## src/rtl/bram_stream_reader_pkg.sv

```systemverilog
// Shared types and constants for the BRAM stream reader.
package bram_stream_reader_pkg;

  // Burst controller states.
  typedef enum logic [1:0] {
    ST_IDLE  = 2'd0,
    ST_READ  = 2'd1,
    ST_DRAIN = 2'd2,
    ST_DONE  = 2'd3
  } state_e;

  // Cycles from ram_enb to valid ram_doutb (enb -> regceb -> data).
  localparam int unsigned RD_LATENCY = 2;

endpackage

```

## src/rtl/bram_stream_reader_sync_fifo.sv

```systemverilog
// Small synchronous FIFO used as the output buffer of the stream reader.
// Push and pop may happen in the same cycle, also when full: the pop frees
// the slot that the push then fills. Output data reads as zero when empty.
module sync_fifo #(
  parameter int WIDTH = 33,
  parameter int DEPTH = 4
) (
  input  logic                     clk_i,
  input  logic                     rstn_i,
  input  logic                     push_i,
  input  logic [WIDTH-1:0]         data_i,
  input  logic                     pop_i,
  output logic [WIDTH-1:0]         data_o,
  output logic                     valid_o,
  output logic [$clog2(DEPTH):0]   count_o
);

  localparam int AW = $clog2(DEPTH);
  localparam int CW = AW + 1;

  logic [WIDTH-1:0] mem_q [DEPTH];
  logic [AW-1:0]    wr_ptr_q, wr_ptr_d;
  logic [AW-1:0]    rd_ptr_q, rd_ptr_d;
  logic [CW-1:0]    count_q, count_d;
  logic             empty, full, do_push, do_pop;

  assign empty   = (count_q == '0);
  assign full    = (count_q == CW'(DEPTH));
  assign do_pop  = pop_i & ~empty;
  assign do_push = push_i & (~full | do_pop);

  // Next-state for pointers and occupancy.
  always_comb begin
    wr_ptr_d = wr_ptr_q;
    rd_ptr_d = rd_ptr_q;
    count_d  = count_q;
    if (do_push) wr_ptr_d = wr_ptr_q + AW'(1);
    if (do_pop)  rd_ptr_d = rd_ptr_q + AW'(1);
    case ({do_push, do_pop})
      2'b10:   count_d = count_q + CW'(1);
      2'b01:   count_d = count_q - CW'(1);
      default: count_d = count_q;
    endcase
  end

  // Pointer and occupancy registers; reset empties the buffer.
  always_ff @(posedge clk_i or negedge rstn_i) begin
    if (!rstn_i) begin
      wr_ptr_q <= '0;
      rd_ptr_q <= '0;
      count_q  <= '0;
    end else begin
      wr_ptr_q <= wr_ptr_d;
      rd_ptr_q <= rd_ptr_d;
      count_q  <= count_d;
    end
  end

  // Storage array; contents are only meaningful below count_q.
  always_ff @(posedge clk_i) begin
    if (do_push) mem_q[wr_ptr_q] <= data_i;
  end

  assign valid_o = ~empty;
  assign data_o  = empty ? '0 : mem_q[rd_ptr_q];
  assign count_o = count_q;

endmodule

```

## src/rtl/bram_stream_reader.sv

```systemverilog
// Reads a burst of consecutive words from a BRAM port B (read latency 2,
// output register enabled by regceb) and streams them out in address order.
// Reads are only issued while the FIFO plus reads still in flight leave a
// free slot, so the output buffer can never overflow under backpressure.
//
// Stream handshake: m_valid_o is high whenever a word is buffered; a word is
// transferred in every cycle where m_valid_o and m_ready_i are both high.
// m_data_o/m_last_o hold steady while m_valid_o is high and m_ready_i is low.
module bram_stream_reader
  import bram_stream_reader_pkg::*;
#(
  parameter int DATA_WIDTH = 32,
  parameter int ADDR_LINES = 4,
  parameter int FIFO_DEPTH = 4
) (
  input  logic                  clk_i,
  input  logic                  rstn_i,
  input  logic                  start_i,
  input  logic [ADDR_LINES-1:0] base_addr_i,
  input  logic [ADDR_LINES:0]   len_i,
  output logic                  busy_o,
  output logic                  done_o,
  output logic [ADDR_LINES-1:0] ram_addrb_o,
  output logic                  ram_enb_o,
  output logic                  ram_regceb_o,
  output logic                  ram_rstnb_o,
  input  logic [DATA_WIDTH-1:0] ram_doutb_i,
  output logic [DATA_WIDTH-1:0] m_data_o,
  output logic                  m_valid_o,
  output logic                  m_last_o,
  input  logic                  m_ready_i,
  output state_e                dbg_state_o
);

  localparam int LW = ADDR_LINES + 1;
  localparam int CW = $clog2(FIFO_DEPTH) + 1;

  state_e                  state_q, state_d;
  logic [ADDR_LINES-1:0]   addr_q, addr_d;
  logic [LW-1:0]           len_q, len_d;
  logic [LW-1:0]           issued_q, issued_d;
  logic [RD_LATENCY-1:0]   pipe_vld_q, pipe_vld_d;
  logic [RD_LATENCY-1:0]   pipe_last_q, pipe_last_d;

  logic                    issue, issue_last, credit_ok;
  logic [CW-1:0]           fifo_count, in_flight;
  logic                    fifo_valid, fifo_pop;
  logic [DATA_WIDTH:0]     fifo_dout;

  // Count reads issued to the RAM whose data has not yet reached the FIFO.
  always_comb begin
    in_flight = '0;
    for (int i = 0; i < int'(RD_LATENCY); i++) begin
      in_flight = in_flight + CW'(pipe_vld_q[i]);
    end
  end

  assign credit_ok = (fifo_count + in_flight) < CW'(FIFO_DEPTH);

  // Burst FSM next-state, read issue and counter updates.
  always_comb begin
    state_d    = state_q;
    addr_d     = addr_q;
    len_d      = len_q;
    issued_d   = issued_q;
    issue      = 1'b0;
    issue_last = 1'b0;
    case (state_q)
      ST_IDLE: begin
        if (start_i) begin
          addr_d   = base_addr_i;
          len_d    = len_i;
          issued_d = '0;
          state_d  = (len_i == '0) ? ST_DONE : ST_READ;
        end
      end
      ST_READ: begin
        if ((issued_q < len_q) && credit_ok) begin
          issue      = 1'b1;
          issue_last = (issued_q == (len_q - LW'(1)));
          addr_d     = addr_q + ADDR_LINES'(1);
          issued_d   = issued_q + LW'(1);
          if (issue_last) state_d = ST_DRAIN;
        end
      end
      ST_DRAIN: begin
        if ((in_flight == '0) && !fifo_valid) state_d = ST_DONE;
      end
      ST_DONE: begin
        state_d = ST_IDLE;
      end
      default: state_d = ST_IDLE;
    endcase
    pipe_vld_d  = {pipe_vld_q[RD_LATENCY-2:0], issue};
    pipe_last_d = {pipe_last_q[RD_LATENCY-2:0], issue_last};
  end

  // State, counters and read-latency pipe; reset discards any open burst.
  always_ff @(posedge clk_i or negedge rstn_i) begin
    if (!rstn_i) begin
      state_q     <= ST_IDLE;
      addr_q      <= '0;
      len_q       <= '0;
      issued_q    <= '0;
      pipe_vld_q  <= '0;
      pipe_last_q <= '0;
    end else begin
      state_q     <= state_d;
      addr_q      <= addr_d;
      len_q       <= len_d;
      issued_q    <= issued_d;
      pipe_vld_q  <= pipe_vld_d;
      pipe_last_q <= pipe_last_d;
    end
  end

  assign fifo_pop = fifo_valid & m_ready_i;

  sync_fifo #(
    .WIDTH (DATA_WIDTH + 1),
    .DEPTH (FIFO_DEPTH)
  ) u_fifo (
    .clk_i   (clk_i),
    .rstn_i  (rstn_i),
    .push_i  (pipe_vld_q[RD_LATENCY-1]),
    .data_i  ({pipe_last_q[RD_LATENCY-1], ram_doutb_i}),
    .pop_i   (fifo_pop),
    .data_o  (fifo_dout),
    .valid_o (fifo_valid),
    .count_o (fifo_count)
  );

  assign busy_o       = (state_q != ST_IDLE);
  assign done_o       = (state_q == ST_DONE);
  assign ram_addrb_o  = addr_q;
  assign ram_enb_o    = issue;
  assign ram_regceb_o = pipe_vld_q[0];
  assign ram_rstnb_o  = (state_q == ST_READ) || (state_q == ST_DRAIN);
  assign m_data_o     = fifo_dout[DATA_WIDTH-1:0];
  assign m_last_o     = fifo_dout[DATA_WIDTH];
  assign m_valid_o    = fifo_valid;
  assign dbg_state_o  = state_q;

endmodule

```

## config.mk

```make
export PLATFORM = sky130hd
export DESIGN_NAME = bram_stream_reader
export DESIGN_NICKNAME = d
export VERILOG_FILES = /design/src/rtl/bram_stream_reader_pkg.sv /design/src/rtl/bram_stream_reader_sync_fifo.sv /design/src/rtl/bram_stream_reader.sv
export SDC_FILE = /design/constraint.sdc
export NUM_CORES = 1
export LEC_CHECK = 0
export CAP_MARGIN = 5
export CELL_PAD_IN_SITES_DETAIL_PLACEMENT = 0
export CELL_PAD_IN_SITES_GLOBAL_PLACEMENT = 1
export CORE_MARGIN = 2
export CORE_UTILIZATION = 40
export CTS_BUF_LIST = sky130_fd_sc_hd__clkbuf_2
export DETAILED_ROUTE_END_ITERATION = 10
export GPL_ROUTABILITY_DRIVEN = 0
export GPL_TIMING_DRIVEN = 0
export PLACE_DENSITY_LB_ADDON = 0.1
export SYNTH_ARGS = -nofsm -noshare
export SYNTH_HDL_FRONTEND = slang
export SYNTH_SLANG_ARGS = --single-unit
```

## constraint.sdc

```tcl
create_clock -name clk_i -period 2.4 [get_ports clk_i]
set_input_delay 0.48 -clock clk_i [delete_from_list [all_inputs] [get_ports clk_i]]
set_output_delay 0.48 -clock clk_i [all_outputs]
set_load 0.1 [all_outputs]
```

# [Yosys cells after proc, flatten, opt, wreduce, memory -nomap -nowiden]
# Memory sizes are Yosys's and may differ from the RTL's.
# Index checks and enable logic that the tools add are counted.
# W data, S select, Z words.
[classes] reduce_logical=13 eq_ne=11 order_cmp=2 n_addsub=9 bitwise_logic=6 muxes=20
[ops] cell="$mux W33" count=1
[ops] cell="$mux W2" count=5
[ops] cell="$mux W5" count=2
[ops] cell="$pmux W5 S2" count=1
[ops] cell="$mux W4" count=2
[ops] cell="$ne A2 B2 Y1 const B" count=4
[ops] cell="$pmux W2 S4" count=1
[ops] cell="$pmux W4 S2" count=1
[ops] cell="$eq A2 B2 Y1 const B" count=3
[ops] cell="$logic_not A3 Y1" count=2
[ops] cell="$mux W1" count=6
[ops] cell="$pmux W3 S2" count=1
[ops] cell="$reduce_bool A2 Y1" count=3
[ops] cell="$add A5 B1 Y5 const B" count=1
[ops] cell="$eq A5 B5 Y1" count=1
[ops] cell="$logic_not A5 Y1" count=1
[ops] cell="$lt A5 B5 Y1" count=1
[ops] cell="$sub A5 B1 Y5 const B" count=1
[ops] cell="$add A2 B1 Y2 const B" count=2
[ops] cell="$add A4 B1 Y4 const B" count=1
[ops] cell="$eq A2 B1 Y1 const B" count=2
[ops] cell="$reduce_and A4 Y1" count=1
[ops] cell="$add A3 B1 Y3 const B" count=1
[ops] cell="$add A3 B2 Y3" count=1
[ops] cell="other kinds (12)" count=16
[word_totals] ram_bits=132 in_bits=45 output_inout_bits=45 word_cells=71 regBits=27 mem_count=1
[mem_list] name="u_fifo.mem_q" words=4 width=33 read_ports=1 rd_ports_with_merged_regs=0 wr=1 line_no="bram_stream_reader_sync_fifo.sv:21" rtl="logic [WIDTH-1:0] mem_q [DEPTH];"

# [Depth between registers and ports, before layout]
# Gate-level depths: netlist of run 1.
[depth] word_depth=8 ltp_mapped=9 depth_no_buf=9

# [By module]
# A second synthesis of run 1 with hierarchy kept.
[unflattened] hier_cells=418 area_unflattened_um2=7000.5
[modules_own_cells] mod="sync_fifo" area_each_um2=5454.0 n_inst=1 cells_per_inst=247 seq_area_each_um2=4139.0
[modules_own_cells] mod="bram_stream_reader" area_each_um2=1546.5 n_inst=1 cells_per_inst=171 seq_area_each_um2=500.5

# [Worst setup path after synthesis of run 1]
# OpenSTA, ideal clock, no wires.
[synth_timing] path_type="flip-flop to output port" from="register pipe_vld_q[0]" to="output port ram_enb_o" stages_incl_launch_ff=7 slack_ns=-0.723 n_path_buf=0 arrival_ns=2.643 t_required_ns=1.920 cell_sequence="dfrtp_1 ha_1 ha_1 a31oi_2 xnor2_2 nand4_1 inv_1"
[synth_via] elab_chain_cells=6
[synth_rtl] item="start, declared" line_no="bram_stream_reader.sv:42" rtl="logic [RD_LATENCY-1:0] pipe_vld_q, pipe_vld_d;"
[synth_rtl] item="start signal, assigned" line_no="bram_stream_reader.sv:112" rtl="pipe_vld_q <= pipe_vld_d;"
[synth_rtl] item="$add A1 B1 Y2" line_no="bram_stream_reader.sv:54" rtl="in_flight = in_flight + CW'(pipe_vld_q[i]);"
[synth_rtl] item="$add A3 B2 Y3" line_no="bram_stream_reader.sv:58" rtl="assign credit_ok = (fifo_count + in_flight) < CW'(FIFO_DEPTH);"
[synth_rtl] item="$lt A3 B3 Y1" line_no="bram_stream_reader.sv:58"
[synth_rtl] item="$logic_and A1 B1 Y1" line_no="bram_stream_reader.sv:78" rtl="if ((issued_q < len_q) && credit_ok) begin"
[synth_rtl] item="$mux W1" line_no="bram_stream_reader.sv:78"
[synth_rtl] item="$mux W1" line_no="bram_stream_reader.sv:68" rtl="case (state_q)"
[synth_rtl] item="end, declared" line_no="bram_stream_reader.sv:24" rtl="output logic ram_enb_o,"
# No other way between the ends.

# [Worst setup path in the final report of run 1]
# Same ends and word-level chain as after synthesis.

==> key figures, run 1 <==
Timing
  • RSZ-0062 raised after global routing: true
  • Hold Slack: 0.1708 ns
  • Fmax: 329.3 MHz
  • Setup TNS: -13.80 ns
  • Final Setup Violations: 35
  • Final Hold Fails: 0
  • Final Skew: 0.01926 ns
  • Minimum clock period: 3.037 ns
  • Final Cycle Share: 1.265
  • Slew @ Worst Pin: 0.7371 ns
  • Fin. max-slew vios: 0
  • Setup slack after layout: -0.6367 ns
  • Relative slew slack: 0.5071

Finish
  • Layout cell share with drive strength beyond 1: 0.4226
  • Register area: 0.004656 mm^2
  • Multi-input logic area: 0.002185 mm^2
  • Nets: 603
  • Filler cells: 1,341
  • Area growth from synthesis to layout: 36.72%

Placed design
  • Port Buffer Count: 89
  • Dpl ws: -1.025 ns
  • DP Wirelength: 8729 um

Setup path
  • Worst reg-to-reg setup slack: 0.04 ns
  • Critical path arrival: 2.56 ns
  • R2r startpoint: pipe_vld_q[0]
  • Crit path top cell by count: ha_4
  • CP peak stage delay: 0.55 ns
  • R2R depth: 8
  • CP startpoint kind: flip-flop
  • Worst endpoint required time: 1.92 ns
  • CP max FO: 3
  • Slowest-stage cell, CP: dfrtp_4
  • Crit-path cells: ha_4, ha_4, a31oi_4, xnor2_2, nand4_1, clkinvlp_4, buf_12
  • Critical path endpoint category: primary output
  • Kind of critical path: flip-flop to primary output
  • R2r endpoint: ram_addrb_o[2]

Synthesis
  • Yosys reg bits: 159
  • Syn_area_per_cell: 17.32 um^2
  • Synth Net Count: 459
  • Yosys warns: 0
  • Synth Instances: 392
  • Sequential area share after synthesis: 0.6835
  • Yosys cell types: 46
  • Post-Synthesis Cell Area: 0.006788 mm^2

Route
  • Via count: 3,865
  • Final ANT Viol Nets: 0
  • Drt wl/cell: 18.16 um
  • DRC violations left: 0
  • Starting DRT DRC Count: 156
  • Vias/cell: 5.019
  • Drt total wl: 13,980 um
  • Router iterations before antenna repair: 5

Die
  • Starting Density: 0.4093
  • Die height: 134.3 um
  • Row count: 47
  • Io pins: 90
  • Die X: 134.3 um
  • Die ar.: 0.01803 mm^2
  • Core ar.: 0.01658 mm^2

Clock network
  • CTS Sinks: 159
  • Clock buffer depth: 2
  • Number of buffers created by CTS: 17
  • CTS Hold Bufs: 0
  • Clock transition at the registers of the reported paths: 0.23 ns
  • CTS root buffer: clkbuf_2
  • Worst skew pair latency: 0.71 ns
  • CTS tree: yes
  • CTS H-tree lvls: 4

Outcome
  • Status: finished with violations
  • Failing checks: negative setup slack

Global route
  • Vias in the first global route: 4,094
  • First-pass GRT wire length: 21,850 um
  • GR Util All Layers: 0.1626
  • Initial antenna violation count: 1
  • Gr ovfl total: 0
  • Pin count of the biggest net entering global routing: 24

Hold path
  • Hold Crit Class: primary input to asynchronous set/reset pin

Job
  • Max cap viols: 0
==> cells by family (layout without fill, tap and decap cells) <==
| kind of cell | Yosys count | in the layout | share of synthesized area |
|---|---|---|---|
| other | 0 | 1 | 0 |
| adders and majority gates | 22 | 22 | 0.04166 |
| AOI/OAI and AO/OA | 31 | 31 | 0.03502 |
| DFF | 159 | 159 | 0.6835 |
| buffers and inverters | 36 | 193 | 0.02175 |
| muxes | 44 | 44 | 0.1274 |
| and+or+nand+nor | 86 | 86 | 0.07152 |
| xor gates and xnor gates | 14 | 14 | 0.01917 |
==> placed cells by master, fill, tap and decap left out, drive strengths merged, types with 6 or more instances in the layout <==
| cell type | n |
|---|---|
| edfxtp | 132 |
| buf | 82 |
| clkdlybuf4s50 | 44 |
| and2 | 38 |
| mux4 | 33 |
| dfrtp | 27 |
| inv | 25 |
| clkbuf | 24 |
| ha | 21 |
| nand2 | 13 |
| nor2 | 11 |
| o21ai | 11 |
| mux2 | 9 |
| xnor2 | 9 |
| clkinvlp | 6 |
==> how the worst max path moves through the flow <==
stage                              from        end
after floorplan           pipe_vld_q[0]  ram_enb_o
after global placement    pipe_vld_q[0]  ram_enb_o
after detailed placement  pipe_vld_q[0]  ram_enb_o
after CTS                 pipe_vld_q[0]  ram_enb_o
after global routing      pipe_vld_q[0]  ram_enb_o
final                     pipe_vld_q[0]  ram_enb_o
==> cell type report <==
class                   instances  share of cell area
flip-flops and latches        159              0.5017
repair buffers                126              0.1819
plain buffers                  12             0.01443
diodes                          1           0.0002697
well taps                     220             0.02966
inverters                      23             0.01011
clock buffers                  17            0.009168
clock inverters                15             0.01739
multi-input cells             197              0.2354
==> state kept, by name, indices dropped and copies added (netlist names) <==
signal           flops
pipe_vld_q           2
u_fifo.rd_ptr_q      2
u_fifo.mem_q       132
ram_addrb_o          4
u_fifo.wr_ptr_q      2
dbg_state_o          2
issued_q             5
u_fifo.count_o       3
pipe_last_q          2
len_q                5
==> metal layers <==
metal,global-route usage,part of all wire,vias to the layer above
met5,0,0,-
met4,0.05731,0.014,0
met3,0.04006,0.042,13
met2,0.2673,0.51,91
met1,0.2116,0.44,1964
li1,-,-,1797
==> cells in the mapped netlist (all sizes together) <==
cell type  count  area, um^2
a211oi         1       7.510
a21oi          2       13.76
and2b          1       8.760
mux4          33       743.2
or4            3       22.52
o21a           1       7.510
a311oi         2       17.52
o41a           1       12.51
o221ai         2       17.52
dfrtp         27       675.7
and3           2       13.77
nor2          11       41.29
o21ai         11       55.05
o211ai         2       15.01
ha            21       262.8
nor3b          1       7.510
mux2           9       101.4
clkbuf         8       30.03
nor3           3       15.01
or4b           1       10.01
and4           1       8.760
and2          38       237.7
nand4          3       18.77
nor4b          1       8.760
a2bb2oi        1       8.760
a21o           1       8.760
mux2i          2       20.02
xnor2          9       86.34
fa             1       20.02
nand2         13       48.80
nand3          5       25.02
o32a           1       10.01
edfxtp       132        3964
inv           23       86.33
xor2           5       43.79
o2111ai        1       26.28
buf            5       31.28
nor2b          2       12.51
a31oi          5       37.53
nand2b         1       6.260
==> metrics by stage <==
stage | utilization | instance area, um^2 | cells
after CTS | 0.5468 | 9067 | 761
after floorplan | - | 6860 | 392
after global routing | 0.5596 | 9280 | 770
final | 0.5596 | 9280 | 770
after global placement | 0.4840 | 8026 | 701
after detailed placement | 0.4917 | 8154 | 706
==> repair_timing <==
action                     CTS  global route
pin swaps                   16             7
gates resized for setup    399            48
cloned                       4             1
setup endpoints to repair   46            42
buffers inserted            20            11
==> worst max-delay path: cells and delay by family (launching register included) <==
family / cells / cell delay, ns
adder cells (fa/ha/maj): 2 / 0.43
AND/OR/NAND/NOR: 1 / 0.24
buffers and inverters: 2 / 0.34
XOR/XNOR: 1 / 0.18
AO/OA/AOI/OAI: 1 / 0.08
flip-flops: 1 / 0.55
Power of run 1 is left out: the tool's default activity adds up to more than one toggle a clock period on the data nets, which glitch-free logic cannot reach.
==> run 2: changes to the inputs <==
- CTS_CLUSTER_SIZE: unset -> 8
==> results of run 2 <==
Same layout as run 1: the final DEF is identical, and so are final timing and power.
Power of run 2 is left out for the same reason.
